===== config.mk =====
export PLATFORM = sky130hd
export DESIGN_NAME = btn_debounce_pulse_flat
export DESIGN_NICKNAME = d
export VERILOG_FILES = /design/src/rtl/btn_debounce_pulse_if.sv /design/src/rtl/btn_debounce_pulse.sv /design/src/flat_wrapper.sv
export SDC_FILE = /design/constraint.sdc
export NUM_CORES = 1
export LEC_CHECK = 0
export ABC_AREA = 1
export CORE_UTILIZATION = 58
export DETAILED_ROUTE_END_ITERATION = 12
export GPL_TIMING_DRIVEN = 1
export PLACE_DENSITY_LB_ADDON = 0.05
export SKIP_CTS_REPAIR_TIMING = 1
export SLEW_MARGIN = 30
export SYNTH_ARGS = -nofsm -noshare
export SYNTH_HDL_FRONTEND = slang
export SYNTH_SLANG_ARGS = --single-unit

===== constraint.sdc =====
create_clock -name FiftyM_clk -period 1.58 [get_ports FiftyM_clk]
set_input_delay 0.158 -clock FiftyM_clk [delete_from_list [all_inputs] [get_ports FiftyM_clk]]
set_output_delay 0.158 -clock FiftyM_clk [all_outputs]
set_load 0.005 [all_outputs]

===== src/rtl/btn_debounce_pulse_if.sv =====
// Pushbutton conditioning bundle: raw pins and repeat enables in,
// debounced levels and strobes out.
interface btn_debounce_pulse_if #(
    parameter int N_BTN = 5
);
    logic [N_BTN-1:0] btn_n;
    logic [N_BTN-1:0] repeat_en;
    logic [N_BTN-1:0] pressed;
    logic [N_BTN-1:0] press;
    logic [N_BTN-1:0] release_stb;
    logic [N_BTN-1:0] evt;
    logic             any_press;

    modport master (
        input  btn_n,
        input  repeat_en,
        output pressed,
        output press,
        output release_stb,
        output evt,
        output any_press
    );

    modport slave (
        output btn_n,
        output repeat_en,
        input  pressed,
        input  press,
        input  release_stb,
        input  evt,
        input  any_press
    );
endinterface


===== src/rtl/btn_debounce_pulse.sv =====
// Synchronise, debounce and edge-detect active-low pushbuttons, with
// per-button auto-repeat event generation.
module btn_debounce_pulse #(
    parameter int N_BTN        = 5,
    parameter int CNT_W        = 20,
    parameter int DEBOUNCE_CYC = 1000000,
    parameter int REPEAT_DELAY = 25000000,
    parameter int REPEAT_RATE  = 5000000
) (
    input logic FiftyM_clk,
    input logic rst,
    btn_debounce_pulse_if.master bus
);
    typedef enum logic [1:0] {
        IDLE,
        WAIT_FIRST,
        REPEAT
    } rstate_t;

    localparam logic [CNT_W-1:0] DB_MAX = CNT_W'(DEBOUNCE_CYC - 1);
    localparam logic [CNT_W-1:0] RD_MAX = CNT_W'(REPEAT_DELAY - 1);
    localparam logic [CNT_W-1:0] RR_MAX = CNT_W'(REPEAT_RATE - 1);
    localparam logic [CNT_W-1:0] ONE    = CNT_W'(1);

    logic [N_BTN-1:0] s1_q, s1_d;
    logic [N_BTN-1:0] s2_q, s2_d;
    logic [N_BTN-1:0] raw_p;
    logic [N_BTN-1:0] pressed_q, pressed_d;
    logic [N_BTN-1:0] press_q, press_d;
    logic [N_BTN-1:0] rel_q, rel_d;
    logic [N_BTN-1:0] evt_q, evt_d;
    logic [N_BTN-1:0] rep_d;
    logic             any_q, any_d;
    logic [CNT_W-1:0] db_cnt_q [N_BTN];
    logic [CNT_W-1:0] db_cnt_d [N_BTN];
    logic [CNT_W-1:0] rcnt_q   [N_BTN];
    logic [CNT_W-1:0] rcnt_d   [N_BTN];
    rstate_t          st_q     [N_BTN];
    rstate_t          st_d     [N_BTN];

    always_comb begin
        s1_d  = bus.btn_n;
        s2_d  = s1_q;
        raw_p = ~s2_q;
        pressed_d = pressed_q;
        for (int i = 0; i < N_BTN; i++) begin
            db_cnt_d[i] = '0;
            if (raw_p[i] != pressed_q[i]) begin
                if (db_cnt_q[i] == DB_MAX) begin
                    pressed_d[i] = raw_p[i];
                end else begin
                    db_cnt_d[i] = db_cnt_q[i] + ONE;
                end
            end
        end
        press_d = pressed_d & ~pressed_q;
        rel_d   = ~pressed_d & pressed_q;
    end

    // Release wins over any pending repeat so the release cycle never
    // carries a repeat strobe.
    always_comb begin
        rep_d = '0;
        for (int i = 0; i < N_BTN; i++) begin
            st_d[i]   = st_q[i];
            rcnt_d[i] = rcnt_q[i];
            if (rel_d[i]) begin
                st_d[i]   = IDLE;
                rcnt_d[i] = '0;
            end else begin
                unique case (st_q[i])
                    IDLE: begin
                        if (press_d[i]) begin
                            st_d[i]   = WAIT_FIRST;
                            rcnt_d[i] = '0;
                        end
                    end
                    WAIT_FIRST: begin
                        if (rcnt_q[i] == RD_MAX) begin
                            if (bus.repeat_en[i]) begin
                                rep_d[i]  = 1'b1;
                                rcnt_d[i] = '0;
                                st_d[i]   = REPEAT;
                            end
                        end else begin
                            rcnt_d[i] = rcnt_q[i] + ONE;
                        end
                    end
                    REPEAT: begin
                        if (rcnt_q[i] == RR_MAX) begin
                            if (bus.repeat_en[i]) begin
                                rep_d[i]  = 1'b1;
                                rcnt_d[i] = '0;
                            end
                        end else begin
                            rcnt_d[i] = rcnt_q[i] + ONE;
                        end
                    end
                    default: begin
                        st_d[i]   = IDLE;
                        rcnt_d[i] = '0;
                    end
                endcase
            end
        end
        evt_d = press_d | rep_d;
        any_d = |press_d;
    end

    always_ff @(posedge FiftyM_clk or negedge rst) begin
        if (!rst) begin
            s1_q      <= '1;
            s2_q      <= '1;
            pressed_q <= '0;
            press_q   <= '0;
            rel_q     <= '0;
            evt_q     <= '0;
            any_q     <= 1'b0;
            for (int i = 0; i < N_BTN; i++) begin
                db_cnt_q[i] <= '0;
                rcnt_q[i]   <= '0;
                st_q[i]     <= IDLE;
            end
        end else begin
            s1_q      <= s1_d;
            s2_q      <= s2_d;
            pressed_q <= pressed_d;
            press_q   <= press_d;
            rel_q     <= rel_d;
            evt_q     <= evt_d;
            any_q     <= any_d;
            for (int i = 0; i < N_BTN; i++) begin
                db_cnt_q[i] <= db_cnt_d[i];
                rcnt_q[i]   <= rcnt_d[i];
                st_q[i]     <= st_d[i];
            end
        end
    end

    assign bus.pressed     = pressed_q;
    assign bus.press       = press_q;
    assign bus.release_stb = rel_q;
    assign bus.evt         = evt_q;
    assign bus.any_press   = any_q;
endmodule


===== src/flat_wrapper.sv =====
// flat-port wrapper written by rule: the top's interface ports become plain ports
module btn_debounce_pulse_flat 
#(
    parameter int N_BTN        = 5,
    parameter int CNT_W        = 20,
    parameter int DEBOUNCE_CYC = 1000000,
    parameter int REPEAT_DELAY = 25000000,
    parameter int REPEAT_RATE  = 5000000
)
  (FiftyM_clk, rst, bus_btn_n, bus_repeat_en, bus_pressed, bus_press, bus_release_stb, bus_evt, bus_any_press);
  btn_debounce_pulse_if #(.N_BTN(N_BTN)) bus_i ();
  input logic FiftyM_clk;
  input logic rst;
  input wire logic [$bits(bus_i.btn_n)-1:0] bus_btn_n;
  input wire logic [$bits(bus_i.repeat_en)-1:0] bus_repeat_en;
  output wire logic [$bits(bus_i.pressed)-1:0] bus_pressed;
  output wire logic [$bits(bus_i.press)-1:0] bus_press;
  output wire logic [$bits(bus_i.release_stb)-1:0] bus_release_stb;
  output wire logic [$bits(bus_i.evt)-1:0] bus_evt;
  output wire logic [$bits(bus_i.any_press)-1:0] bus_any_press;
  assign bus_i.btn_n = bus_btn_n;
  assign bus_i.repeat_en = bus_repeat_en;
  assign bus_pressed = bus_i.pressed;
  assign bus_press = bus_i.press;
  assign bus_release_stb = bus_i.release_stb;
  assign bus_evt = bus_i.evt;
  assign bus_any_press = bus_i.any_press;
  btn_debounce_pulse #(.N_BTN(N_BTN), .CNT_W(CNT_W), .DEBOUNCE_CYC(DEBOUNCE_CYC), .REPEAT_DELAY(REPEAT_DELAY), .REPEAT_RATE(REPEAT_RATE)) u_core (.FiftyM_clk(FiftyM_clk), .rst(rst), .bus(bus_i));
endmodule

==> metrics.txt <==
outcome finished with violations; violated checks setup timing; Crit path buffers/inverters 3; Num CTS Buffers 28; worst relative slew slack a little under three fifths; most common cell after layout, fill and taps aside nand2_1; most used routing layer met2; clock sinks 241; setup violators final a little over 200; Tot Pwr 13.5 mW; highest-count cells in the layout ignoring fill and taps 688 x nand2_1, 435 x buf_4, 253 x nor2_1, 241 x inv_1, 228 x dfrtp_1; initial core utilization between 50% and 60%; crit-path cells inv_1, nand3_1, nor2_1, nand3_2, o21ai_4, buf_8, clkinv_8, nand2_1, nand2_1; setup TNS -27.39 ns; I/O Buffers 32; die area 28500 µm²; most frequent CP cell nand2_1; synthesized cell area 16100 µm²; via-per-instance ratio 5.66; RePlAce Congestion between 0.9 and 1; vias 18600; worst slew pin tran 0.657 ns; clock slew at reported path FFs 0.06 ns; clock skew about 0.011 ns; grt total ovfl 0; Rows 60; Worst path top cell family by delay simple AND/OR/NAND/NOR gates; Worst EP required about 2.0 ns; critical path peak fanout 7; fraction of registers with async set/reset 100%; CP endpoint kind flip-flop; H-tree depth 1; minimum clock period 1.88 ns; Die W between 150 and 200 µm; FF+latch count, synth 241; Pre-antenna DRT Iters 8; number of enable flip-flop cells after synthesis 0; CP startpoint kind flip-flop; Leak Pwr ~12 nW; IO Pins 33; largest net degree at the start of global routing 62; routing usage on met1 40.3%; initial antenna violation count 1; Final Slew Violations 0; root buf cell clkbuf_16; DRT iter0 DRCs between 1500 and 2000; Area Overhead vs Synth 43.6%; Ys Warns 0; Mapped Cells 2387; Worst Path Class, Setup flip-flop to flip-flop; Final nets between 2000 and 3000; first-pass GRT wire length between 70000 and 80000 µm; Mean Syn Cell Area 6.76 µm²; CTS tree built; Post-Layout Cell Count 3282; Final period util 119%; Arr. time, crit path between 2 and 2.5 ns; clock buffer depth 3; Final ANT Viol Nets 0; slowest cell delay on critical path roughly 0.40 ns; VDD IR max 837 µV; f_max 533 MHz; Final Hold Fails 0; fraction of layout cells with a size suffix above 1 30.0%; Power Density 583 nW/µm²; Final WS setup -0.296 ns; Routed WL 52700 µm; DP HPWL 33900 µm; HP Class input port to flip-flop; max-cap violations 0; post-synth net total 2429; Crit-path slowest cell dfrtp_1; diodes inserted 0; Die Height 169 µm; GR Layer Usage met3 about 3.6%; Placed Cells 3165; Final Util approximately 85%; post-synthesis sequential area ratio 37.5%; Post-synth top flop dfrtp_1; latest clock arrival within the worst-skew pair 0.56 ns; GRT met2 Usage approximately 58%; GR Util All Layers 32.6%; RSZ-0062 raised after global routing true; Core ar. 27100 µm²; vias in the first global route between 15000 and 20000; Netlist cell types 51; DR WL/cell 16.1 µm; DRC 0
path summary, 6_finish.rpt:
check                                     from                end  slack [ns]  cells past startpoint
max                        u_core.db_cnt_q[55]  u_core.rcnt_q[48]       -0.30                      9
min                               bus_btn_n[1]     u_core.s1_q[1]       0.009                      1
max reg2reg                u_core.db_cnt_q[55]  u_core.rcnt_q[48]       -0.30                      9
min reg2reg                     u_core.s1_q[3]     u_core.s2_q[3]        0.35                      0
max in group asynchronous                  rst     u_core.s1_q[2]        0.83                      3
min in group asynchronous                  rst  u_core.rcnt_q[74]        0.06                      2
cells in the mapped netlist, types with 9 or more instances:
cell type  number  area share, %
xnor2_1        13           0.71
o22ai_1        10           0.39
nor3_1         53            1.6
nor2_1        304            7.1
nand4_1       120            4.7
a21oi_1        38            1.2
o21ai_1        12           0.37
buf_2          20           0.62
o21ai_0        59            1.8
nand3_2         9           0.56
inv_1         255            5.9
dfrtp_1       231             36
clkbuf_1       20           0.47
inv_2          10           0.23
dfstp_2        10            1.6
xor2_1         59            3.2
nand2_1       784             18
nand3_1       234            7.3
ha_1           30            2.3
cell type report:
type                    instances  area [µm²]
multi-input cells            1824       10200
fillers                      1554        3930
repair buffers                521        4320
clock buffers                  39         823
inverters                     267        1100
flip-flops and latches        241        6050
clock inverters                12         131
repair inverters                6        58.8
well taps                     372         465
sequential cells by signal (all words and copies together) (netlist names):
register                cells
u_core.st_q                10
u_core.bus.pressed          5
u_core.s1_q                 5
u_core.s2_q                 5
u_core.bus.press            5
u_core.bus.any_press        1
u_core.bus.release_stb      5
u_core.db_cnt_q           100
u_core.bus.evt              5
u_core.rcnt_q             100
kinds of logic after synthesis:
| kind of cell | after synthesis | synth area share (%) |
|---|---|---|
| compound gates | 152 | 5.34 |
| xor+xnor | 72 | 3.91 |
| fa+ha+maj | 30 | 2.33 |
| buf+inv | 324 | 8.21 |
| flops | 241 | 37.5 |
| mux | 2 | 0.124 |
| simple gates | 1566 | 42.6 |
power by group:
group,switching [mW],internal [mW]
clock,2.75,3.97
sequential,0.0420,6.23
combinational,0.333,0.197
metal layers:
layer | share of wire [%] | up-vias | wire length (µm)
met5 | 0 | - | 0
met4 | 3.9 | 0 | 2060
met3 | 6.8 | 205 | 3610
met2 | 50 | 913 | 26600
met1 | 39 | 8729 | 20400
li1 | - | 8739 | -
per-stage QoR:
stage / setup slack [ns] / area [µm²] / hold WS [ns]
detailed placement: -0.223 / 20200 / 0.0413
finish: -0.296 / 23200 / 0.00852
floorplan: -0.0786 / 16400 / -0.138
global route: -0.373 / 23200 / -0.000439
global placement: -0.149 / 20200 / 0.0406
CTS: -0.221 / 21100 / -0.546
Note: power is estimated with default switching activity, not from simulation.
